<file path="config.mk">
export PLATFORM = sky130hd
export DESIGN_NAME = vga_bus_arbiter_flat
export DESIGN_NICKNAME = d
export VERILOG_FILES = /design/src/rtl/vga_bus_arbiter_if.sv /design/src/rtl/vga_bus_arbiter.sv /design/src/flat_wrapper.sv
export SDC_FILE = /design/constraint.sdc
export NUM_CORES = 1
export LEC_CHECK = 0
export ABC_AREA = 1
export CAP_MARGIN = 10
export CORE_UTILIZATION = 30
export CTS_CLUSTER_SIZE = 40
export DETAILED_ROUTE_END_ITERATION = 10
export PLACE_DENSITY = 0.62
export SYNTH_ARGS = -nofsm -noshare
export SYNTH_HDL_FRONTEND = slang
export SYNTH_SLANG_ARGS = --single-unit
</file>
<file path="constraint.sdc">
create_clock -name i_clk -period 2 [get_ports i_clk]
set_input_delay 0.3 -clock i_clk [delete_from_list [all_inputs] [get_ports i_clk]]
set_output_delay 0.3 -clock i_clk [all_outputs]
set_load 0.005 [all_outputs]
</file>
<file path="src/rtl/vga_bus_arbiter_if.sv">
// rtl/vga_bus_arbiter_if.sv - VGA/general requester and memory bus bundle for vga_bus_arbiter
// slave: the arbiter's view; master: the requesters plus memory driving it.
interface vga_bus_arbiter_if;
   logic [15:0] i_vga_addr;
   logic        i_vga_cs;
   logic [7:0]  o_vga_dat;
   logic        o_vga_ack;
   logic [15:0] i_gen_addr;
   logic [7:0]  i_gen_dat;
   logic        i_gen_we;
   logic        i_gen_cs;
   logic [7:0]  o_gen_dat;
   logic        o_gen_ack;
   logic        o_gen_err;
   logic [15:0] o_mem_addr;
   logic [7:0]  o_mem_dat;
   logic        o_mem_we;
   logic        o_mem_cs;
   logic [7:0]  i_mem_dat;
   logic        i_mem_ack;
   logic [1:0]  o_owner;

   modport slave (
      input  i_vga_addr, i_vga_cs, i_gen_addr, i_gen_dat, i_gen_we, i_gen_cs,
             i_mem_dat, i_mem_ack,
      output o_vga_dat, o_vga_ack, o_gen_dat, o_gen_ack, o_gen_err,
             o_mem_addr, o_mem_dat, o_mem_we, o_mem_cs, o_owner
   );

   modport master (
      output i_vga_addr, i_vga_cs, i_gen_addr, i_gen_dat, i_gen_we, i_gen_cs,
             i_mem_dat, i_mem_ack,
      input  o_vga_dat, o_vga_ack, o_gen_dat, o_gen_ack, o_gen_err,
             o_mem_addr, o_mem_dat, o_mem_we, o_mem_cs, o_owner
   );
endinterface

</file>
<file path="src/rtl/vga_bus_arbiter.sv">
// rtl/vga_bus_arbiter.sv - VGA-priority memory bus arbiter with general-master anti-starvation
// Optional busy timeout abort enabled by defining ARB_TIMEOUT_EN.
module vga_bus_arbiter #(
   parameter int GEN_MAX_WAIT = 8,
   parameter int TIMEOUT      = 255
) (
   input  logic             i_clk,
   input  logic             i_reset,
   vga_bus_arbiter_if.slave bus
);
   typedef enum logic [1:0] {
      IDLE     = 2'd0,
      VGA_BUSY = 2'd1,
      GEN_BUSY = 2'd2,
      DONE     = 2'd3
   } state_t;

   localparam logic [3:0] MAX_WAIT = 4'(GEN_MAX_WAIT);
   localparam logic [1:0] OWN_IDLE = 2'b00;
   localparam logic [1:0] OWN_VGA  = 2'b01;
   localparam logic [1:0] OWN_GEN  = 2'b10;

   if (GEN_MAX_WAIT < 1 || GEN_MAX_WAIT > 15 || TIMEOUT < 1 || TIMEOUT > 255) begin : g_bad_param
      $error("vga_bus_arbiter: parameter out of range");
   end

   state_t      state_q, state_d;
   logic [3:0]  wait_cnt_q, wait_cnt_d;
   logic [15:0] mem_addr_q, mem_addr_d;
   logic [7:0]  mem_dat_q, mem_dat_d;
   logic        mem_we_q, mem_we_d;
   logic        mem_cs_q, mem_cs_d;
   logic [7:0]  vga_dat_q, vga_dat_d;
   logic        vga_ack_q, vga_ack_d;
   logic [7:0]  gen_dat_q, gen_dat_d;
   logic        gen_ack_q, gen_ack_d;
   logic [1:0]  owner_q, owner_d;
   logic        forced, vga_win, gen_win, tmo_hit;

`ifdef ARB_TIMEOUT_EN
   localparam logic [7:0] TMO_LAST = 8'(TIMEOUT - 1);
   logic [7:0] tmo_cnt_q, tmo_cnt_d;
   logic       gen_err_q, gen_err_d;

   // tmo_cnt_q counts earlier ack-less cycles, so this is the TIMEOUT-th busy cycle
   assign tmo_hit       = !bus.i_mem_ack && (tmo_cnt_q == TMO_LAST);
   assign bus.o_gen_err = gen_err_q;
`else
   assign tmo_hit       = 1'b0;
   assign bus.o_gen_err = 1'b0;
`endif

   always_comb begin
      forced  = (wait_cnt_q == MAX_WAIT) && bus.i_gen_cs;
      vga_win = bus.i_vga_cs && !forced;
      gen_win = !vga_win && bus.i_gen_cs;
   end

   always_ff @(posedge i_clk or posedge i_reset) begin
      if (i_reset) state_q <= IDLE;
      else         state_q <= state_d;
   end

   always_comb begin
      state_d = state_q;
      case (state_q)
         IDLE: begin
            if (vga_win)      state_d = VGA_BUSY;
            else if (gen_win) state_d = GEN_BUSY;
         end
         VGA_BUSY, GEN_BUSY: begin
            if (bus.i_mem_ack || tmo_hit) state_d = DONE;
         end
         DONE:    state_d = IDLE;
         default: state_d = IDLE;
      endcase
   end

   always_comb begin
      wait_cnt_d = wait_cnt_q;
      mem_addr_d = mem_addr_q;
      mem_dat_d  = mem_dat_q;
      mem_we_d   = mem_we_q;
      mem_cs_d   = mem_cs_q;
      vga_dat_d  = vga_dat_q;
      vga_ack_d  = 1'b0;
      gen_dat_d  = gen_dat_q;
      gen_ack_d  = 1'b0;
      owner_d    = owner_q;
`ifdef ARB_TIMEOUT_EN
      tmo_cnt_d  = tmo_cnt_q;
      gen_err_d  = 1'b0;
`endif
      case (state_q)
         IDLE: begin
`ifdef ARB_TIMEOUT_EN
            tmo_cnt_d = 8'd0;
`endif
            if (!bus.i_gen_cs)                    wait_cnt_d = 4'd0;
            else if (vga_win && wait_cnt_q != MAX_WAIT) wait_cnt_d = wait_cnt_q + 4'd1;
            else if (!vga_win)                    wait_cnt_d = 4'd0;
            if (vga_win) begin
               mem_cs_d   = 1'b1;
               mem_addr_d = bus.i_vga_addr;
               mem_dat_d  = 8'h00;
               mem_we_d   = 1'b0;
               owner_d    = OWN_VGA;
            end else if (gen_win) begin
               mem_cs_d   = 1'b1;
               mem_addr_d = bus.i_gen_addr;
               mem_dat_d  = bus.i_gen_dat;
               mem_we_d   = bus.i_gen_we;
               owner_d    = OWN_GEN;
            end
         end
         VGA_BUSY: begin
            if (bus.i_mem_ack || tmo_hit) begin
               mem_cs_d  = 1'b0;
               mem_we_d  = 1'b0;
               vga_ack_d = 1'b1;
               vga_dat_d = bus.i_mem_ack ? bus.i_mem_dat : 8'hFF;
               owner_d   = OWN_IDLE;
            end
`ifdef ARB_TIMEOUT_EN
            else tmo_cnt_d = tmo_cnt_q + 8'd1;
`endif
         end
         GEN_BUSY: begin
            if (bus.i_mem_ack || tmo_hit) begin
               mem_cs_d  = 1'b0;
               mem_we_d  = 1'b0;
               gen_ack_d = 1'b1;
               if (!bus.i_mem_ack) gen_dat_d = 8'hFF;
               else if (mem_we_q)  gen_dat_d = 8'h00;
               else                gen_dat_d = bus.i_mem_dat;
               owner_d   = OWN_IDLE;
`ifdef ARB_TIMEOUT_EN
               gen_err_d = !bus.i_mem_ack;
`endif
            end
`ifdef ARB_TIMEOUT_EN
            else tmo_cnt_d = tmo_cnt_q + 8'd1;
`endif
         end
         DONE: begin
            owner_d = OWN_IDLE;
         end
         default: ;
      endcase
   end

   always_ff @(posedge i_clk or posedge i_reset) begin
      if (i_reset) begin
         wait_cnt_q <= 4'd0;
         mem_addr_q <= 16'h0000;
         mem_dat_q  <= 8'h00;
         mem_we_q   <= 1'b0;
         mem_cs_q   <= 1'b0;
         vga_dat_q  <= 8'h00;
         vga_ack_q  <= 1'b0;
         gen_dat_q  <= 8'h00;
         gen_ack_q  <= 1'b0;
         owner_q    <= OWN_IDLE;
`ifdef ARB_TIMEOUT_EN
         tmo_cnt_q  <= 8'd0;
         gen_err_q  <= 1'b0;
`endif
      end else begin
         wait_cnt_q <= wait_cnt_d;
         mem_addr_q <= mem_addr_d;
         mem_dat_q  <= mem_dat_d;
         mem_we_q   <= mem_we_d;
         mem_cs_q   <= mem_cs_d;
         vga_dat_q  <= vga_dat_d;
         vga_ack_q  <= vga_ack_d;
         gen_dat_q  <= gen_dat_d;
         gen_ack_q  <= gen_ack_d;
         owner_q    <= owner_d;
`ifdef ARB_TIMEOUT_EN
         tmo_cnt_q  <= tmo_cnt_d;
         gen_err_q  <= gen_err_d;
`endif
      end
   end

   assign bus.o_mem_addr = mem_addr_q;
   assign bus.o_mem_dat  = mem_dat_q;
   assign bus.o_mem_we   = mem_we_q;
   assign bus.o_mem_cs   = mem_cs_q;
   assign bus.o_vga_dat  = vga_dat_q;
   assign bus.o_vga_ack  = vga_ack_q;
   assign bus.o_gen_dat  = gen_dat_q;
   assign bus.o_gen_ack  = gen_ack_q;
   assign bus.o_owner    = owner_q;
endmodule

</file>
<file path="src/flat_wrapper.sv">
// flat-port wrapper written by rule: the top's interface ports become plain ports
module vga_bus_arbiter_flat 
#(
   parameter int GEN_MAX_WAIT = 8,
   parameter int TIMEOUT      = 255
)
  (i_clk, i_reset, bus_i_vga_addr, bus_i_vga_cs, bus_i_gen_addr, bus_i_gen_dat, bus_i_gen_we, bus_i_gen_cs, bus_i_mem_dat, bus_i_mem_ack, bus_o_vga_dat, bus_o_vga_ack, bus_o_gen_dat, bus_o_gen_ack, bus_o_gen_err, bus_o_mem_addr, bus_o_mem_dat, bus_o_mem_we, bus_o_mem_cs, bus_o_owner);
  vga_bus_arbiter_if bus_i ();
  input  logic i_clk;
  input  logic i_reset;
  input wire logic [$bits(bus_i.i_vga_addr)-1:0] bus_i_vga_addr;
  input wire logic [$bits(bus_i.i_vga_cs)-1:0] bus_i_vga_cs;
  input wire logic [$bits(bus_i.i_gen_addr)-1:0] bus_i_gen_addr;
  input wire logic [$bits(bus_i.i_gen_dat)-1:0] bus_i_gen_dat;
  input wire logic [$bits(bus_i.i_gen_we)-1:0] bus_i_gen_we;
  input wire logic [$bits(bus_i.i_gen_cs)-1:0] bus_i_gen_cs;
  input wire logic [$bits(bus_i.i_mem_dat)-1:0] bus_i_mem_dat;
  input wire logic [$bits(bus_i.i_mem_ack)-1:0] bus_i_mem_ack;
  output wire logic [$bits(bus_i.o_vga_dat)-1:0] bus_o_vga_dat;
  output wire logic [$bits(bus_i.o_vga_ack)-1:0] bus_o_vga_ack;
  output wire logic [$bits(bus_i.o_gen_dat)-1:0] bus_o_gen_dat;
  output wire logic [$bits(bus_i.o_gen_ack)-1:0] bus_o_gen_ack;
  output wire logic [$bits(bus_i.o_gen_err)-1:0] bus_o_gen_err;
  output wire logic [$bits(bus_i.o_mem_addr)-1:0] bus_o_mem_addr;
  output wire logic [$bits(bus_i.o_mem_dat)-1:0] bus_o_mem_dat;
  output wire logic [$bits(bus_i.o_mem_we)-1:0] bus_o_mem_we;
  output wire logic [$bits(bus_i.o_mem_cs)-1:0] bus_o_mem_cs;
  output wire logic [$bits(bus_i.o_owner)-1:0] bus_o_owner;
  assign bus_i.i_vga_addr = bus_i_vga_addr;
  assign bus_i.i_vga_cs = bus_i_vga_cs;
  assign bus_i.i_gen_addr = bus_i_gen_addr;
  assign bus_i.i_gen_dat = bus_i_gen_dat;
  assign bus_i.i_gen_we = bus_i_gen_we;
  assign bus_i.i_gen_cs = bus_i_gen_cs;
  assign bus_i.i_mem_dat = bus_i_mem_dat;
  assign bus_i.i_mem_ack = bus_i_mem_ack;
  assign bus_o_vga_dat = bus_i.o_vga_dat;
  assign bus_o_vga_ack = bus_i.o_vga_ack;
  assign bus_o_gen_dat = bus_i.o_gen_dat;
  assign bus_o_gen_ack = bus_i.o_gen_ack;
  assign bus_o_gen_err = bus_i.o_gen_err;
  assign bus_o_mem_addr = bus_i.o_mem_addr;
  assign bus_o_mem_dat = bus_i.o_mem_dat;
  assign bus_o_mem_we = bus_i.o_mem_we;
  assign bus_o_mem_cs = bus_i.o_mem_cs;
  assign bus_o_owner = bus_i.o_owner;
  vga_bus_arbiter #(.GEN_MAX_WAIT(GEN_MAX_WAIT), .TIMEOUT(TIMEOUT)) u_core (.i_clk(i_clk), .i_reset(i_reset), .bus(bus_i));
endmodule
</file>
**After elaboration in Yosys (flattened, before gate mapping)**

Index checks and enable logic that the tools add are counted.

- Divide/modulo/power cells: 0
- Magnitude comparators: 0
- Bitwise gates (word level): 0
- $add $sub $neg: 1
- Shift operators: 0
- Multiplexer cells: 24
- Equality and inequality tests: 8
- $mul: 0
- Reduce and logical (&&, ||, !) cells: 16

Operators with widths:

| kind | count |
|---|---|
| $mux W16 | 2 |
| $mux W8 | 3 |
| $mux W4 | 3 |
| $pmux W2 S3 | 2 |
| $reduce_and A2 Y1 | 5 |
| $mux W1 | 8 |
| $mux W2 | 4 |
| $add A4 B1 Y4 const B | 1 |
| $eq A2 B2 Y1 const B | 2 |
| $eq A4 B4 Y1 const B | 1 |
| $logic_and A1 B1 Y1 | 4 |
| $ne A4 B4 Y1 const B | 1 |
| $pmux W1 S2 | 2 |
| $reduce_bool A2 Y1 | 2 |
| $ne A3 B1 Y1 const B | 1 |
| $ne A3 B3 Y1 const B | 1 |
| $reduce_and A3 Y1 | 1 |
| $eq A2 B1 Y1 const B | 1 |
| $logic_not A1 Y1 | 2 |
| $logic_not A2 Y1 | 1 |
| $ne A2 B1 Y1 const B | 1 |
| $reduce_or A2 Y1 | 1 |

- Word-level logic and storage cells: 60
- Memories: 0
- Bits of input ports: 54
- Latch bits: 0
- Output and inout bits: 47
- ROM bits: 0
- Bits in registers: 52
- Bits in writable memories: 0

**Longest topological paths before layout**

- Word-level depth: 9
- Gate-level depth with buffers: 9
- Gate-level depth less buffers: 9

**Worst setup path before layout**

Ideal clock, no wire load.

- Path kind: register to register
- Start: register u_core.state_q[0]
- End: register u_core.mem_dat_q[0], in the netlist u_core.bus.o_mem_dat[0]
- Cell stages (with the launch flop): 10
- Library setup time: 0.117 ns
- Clock period less this slack: 1.381 ns
- Path buffers: 3
- Required time: 1.883 ns
- Data arrival time: 1.264 ns
- Path slack: 0.619 ns
- Cells stage by stage: dfrtp_1 > inv_1 > ha_1 > buf_4 > inv_1 > nor2_2 > buf_4 > buf_6 > nand3_1 > nand2_1

- Word-level cells in the longest chain between the ends: 2

RTL lines:

| element | line | source |
|---|---|---|
| start: declaration | vga_bus_arbiter.sv:27 | `state_t state_q, state_d;` |
| start signal: assignment | vga_bus_arbiter.sv:61 | `else state_q <= state_d;` |
| $logic_not A2 Y1 | vga_bus_arbiter.sv:94 | `case (state_q)` |
| $reduce_and A2 Y1 (no line) | -- |  |
| end signal: assignment | vga_bus_arbiter.sv:171 | `mem_dat_q <= mem_dat_d;` |
| end: declaration | vga_bus_arbiter.sv:30 | `logic [7:0] mem_dat_q, mem_dat_d;` |

Every way passes these cells.
A chain may end at the register's enable or synchronous reset.

**Worst setup path after layout**

- Start: register u_core.mem_we_q, in the netlist u_core.bus.o_mem_we
- End: output bus_o_mem_we

RTL lines:

| element | line | source |
|---|---|---|
| start: declaration | vga_bus_arbiter.sv:31 | `logic mem_we_q, mem_we_d;` |
| start signal: assignment | vga_bus_arbiter.sv:172 | `mem_we_q <= mem_we_d;` |
| end: declaration | flat_wrapper.sv:26 | `output wire logic [$bits(bus_i.o_mem_we)-1:0] bus_o_mem_we;` |

No word-level cell between the ends.

==> impl_metrics.toml <==
[outcome]
status = "completed"

[detailed_routing]
first_pass_iters = 4
wl_per_cell_um = 11.9
drc_errors = 0
routed_wl_um = 6170
dr_total_vias = 2310
ant_nets = 0
via_per_inst = 4.47
drt_iter0_drc = 122

[critical_path]
rr_worst_depth = 8
slowest_delay_ns = 0.56
path_buf_inv = 1
cp-start-kind = "flop"
worstPathRequired_ns = 1.70
critical_path_depth = 1
crit_start = "u_core.bus.o_mem_we$_DFFE_PP0P_"
crit_type = "reg -> out"
crit_path_end_kind = "primary output"
rr_endpoint = "u_core.bus.o_mem_we$_DFFE_PP0P_"
critical_path_peak_fanout = 7
critical_path.top_delay_family = "buffers and inverters"
r2r_slack_ns = 0.40
endpoint = "bus_o_mem_we"
cp_slowest_cell = "clkdlybuf4s50_1"
crit_chain = "clkdlybuf4s50_1"
critPathArrivalTime_ns = 1.35
reg2reg_from = "u_core.state_q[0]$_DFFE_PP0P_"

[clock_network]
cts.clk_slew.worst_paths_ns = 0.09
insertion_delay_ns = 0.30
clockRootBuffer = "clkbuf_8"
cts_num_sinks = 52
clockBufferDepth = 2
cts_resized = 0
hold_buffers = 0
cts_buffers = 5
cts_setup_buffers = 0
tritoncts = "yes"
htree_levels = 2

[timing]
slew_viol_final = 0
setup_tns_ns = 0
max_freq_mhz = 606
rsz0062_at_grt = "false"
hold_viol = 0
fin_crit_ns = 1.65
fin_crit_sh_pct = 82.5
fin_worst_skew_ns = 0.00464
setup_viol = 0

[synthesis]
syn_area_um2 = 2520
syn_inst = 313
synth_cell_types = 21
synth_nets = 373
yosysSeqAreaShare_pct = 51.7
synth-seq-cells = 52
yosys_warnings = 0
synth_edf_count = 0
avgSynthCellArea_um2 = 8.05
yosys_most_used_dff = "dfrtp_1"
synthArstFlopShare_pct = 100

[cells_and_area]
syn_to_final_growth_pct = 46.4
nFillCells = 835
final_cell_area_um2 = 3690
drive_above_1_share_pct = 4.13
nets = 471
num_antenna_cells = 0

[place]
dpl_cell_area_um2 = 3590
gp_congestion = 0.764
port_buffers = 99
hpwl_um = 4500

[floorplanning]
die_x_um = 93.6
rows = 33
boundaryPins = 101
die_y_um = 93.6
dieArea_um2 = 8770
core_area_um2 = 8180
start_util_pct = 30.8

[power_and_ir_drop]
power_density_nw_per_um2 = 1210
ir_drop_uv = 442
total_power_mw = 4.48
total_leakage_power_nw = 1.88

[global_routing]
grt_overflow = 0
grt_pass1_vias = 2234
gr-usage-all-layers_pct = 14.9
antenna_found_initial = 0
grt_pass1_wl_um = 10400
grt_max_degree = 35

[job]
drv_cap = 0

[hold_path]
min_path_type = "in -> async"
cell usage in the layout, fill, tap and decap left out:
cell,Yosys,routed
inv_1,50,49
nand2_1,112,112
nand4_1,2,2
clkbuf_1,2,1
dfrtp_1,52,52
buf_12,0,1
o21ai_0,11,11
o22ai_1,1,1
inv_2,0,1
nand2_4,1,1
nand3_1,45,45
o21ai_1,1,1
xor2_1,2,2
buf_4,5,5
clkdlybuf4s50_1,0,99
clkinvlp_4,0,1
a21oi_1,1,1
nand4_4,1,1
clkbuf_8,0,6
nor2_2,1,1
nor2_1,8,8
conb_1,1,1
o31ai_1,4,4
ha_1,6,6
kinds of logic (layout without fill, tap and decap cells):
group / Yosys count / after routing / share of synthesized area [%]
AO/OA/AOI/OAI: 18 / 18 / 4.02
XOR/XNOR: 2 / 2 / 0.696
adder cells (fa/ha/maj): 6 / 6 / 2.98
buffers and inverters: 64 / 163 / 11.6
flip-flops: 52 / 52 / 51.7
other: 1 / 1 / 0.149
AND/OR/NAND/NOR: 170 / 170 / 28.9
through the flow:
stage	hold WS, ns	cells	utilization (%)	worst slack [ns]
after floorplan	0.410	313	-	0.442
after global placement	0.463	509	44.0	0.328
after detailed placement	0.458	509	44.0	0.290
after CTS	0.320	517	45.1	0.335
after global routing	0.329	517	45.1	0.231
final	0.313	517	45.1	0.350
where the power goes:
| part | internal (mW) | switching [mW] | total (mW) |
|---|---|---|---|
| sequential | 1.50 | 0.265 | 1.77 |
| clock | 0.282 | 0.338 | 0.620 |
| combinational | 1.14 | 0.949 | 2.09 |
cell type report:
cell class,count,area [um2],area share [%]
timing repair buffer,105,1050,28.4
inverter,50,188,5.09
sequential,52,1300,35.3
tap,105,131,3.56
multi-input combinational,197,925,25.1
clock inverter,1,7.51,0.204
clock buffer,7,86.3,2.34
cell usage after synthesis, types with 2 or more instances:
cell type	n	area (um2)
buf_2	3	15.0
buf_4	5	37.5
buf_6	4	45.0
clkbuf_1	2	7.51
dfrtp_1	52	1300
ha_1	6	75.1
inv_1	50	188
nand2_1	112	420
nand3_1	45	225
nand4_1	2	12.5
nor2_1	8	30.0
o21ai_0	11	55.1
o31ai_1	4	30.0
xor2_1	2	17.5
worst min-delay path by stage:
stage | startpoint | to | slack, ns | depth (start not counted)
4_1_cts | i_reset | u_core.bus.o_vga_dat[2]$_DFFE_PP0P_ | 0.32 | 2
3_5_place_dp | u_core.bus.o_mem_cs$_DFFE_PP0P_ | u_core.bus.o_mem_cs$_DFFE_PP0P_ | 0.46 | 2
2_1_floorplan | bus_i_mem_dat[0] | u_core.bus.o_vga_dat[0]$_DFFE_PP0P_ | 0.41 | 2
6_report | i_reset | u_core.bus.o_vga_dat[2]$_DFFE_PP0P_ | 0.31 | 2
3_3_place_gp | u_core.bus.o_mem_addr[3]$_DFFE_PP0P_ | u_core.bus.o_mem_addr[3]$_DFFE_PP0P_ | 0.46 | 2
5_1_grt | i_reset | u_core.bus.o_vga_dat[2]$_DFFE_PP0P_ | 0.33 | 2
state kept, by name, indices dropped and copies added, names as in the netlist:
register / cells
u_core.bus.o_mem_cs: 1
u_core.bus.o_gen_dat: 8
u_core.bus.o_mem_we: 1
u_core.wait_cnt_q: 4
u_core.bus.o_owner: 2
u_core.bus.o_mem_addr: 16
u_core.bus.o_mem_dat: 8
u_core.bus.o_vga_ack: 1
u_core.bus.o_vga_dat: 8
u_core.state_q: 2
u_core.bus.o_gen_ack: 1
layer usage:
| metal | routed length (um) | global-route usage (%) |
|---|---|---|
| met5 | 0 | 0 |
| met4 | 10 | 2.69 |
| met3 | 475 | 3.66 |
| met2 | 3000 | 25.1 |
| met1 | 2680 | 19.6 |
Power figures use the tool's default switching activity.
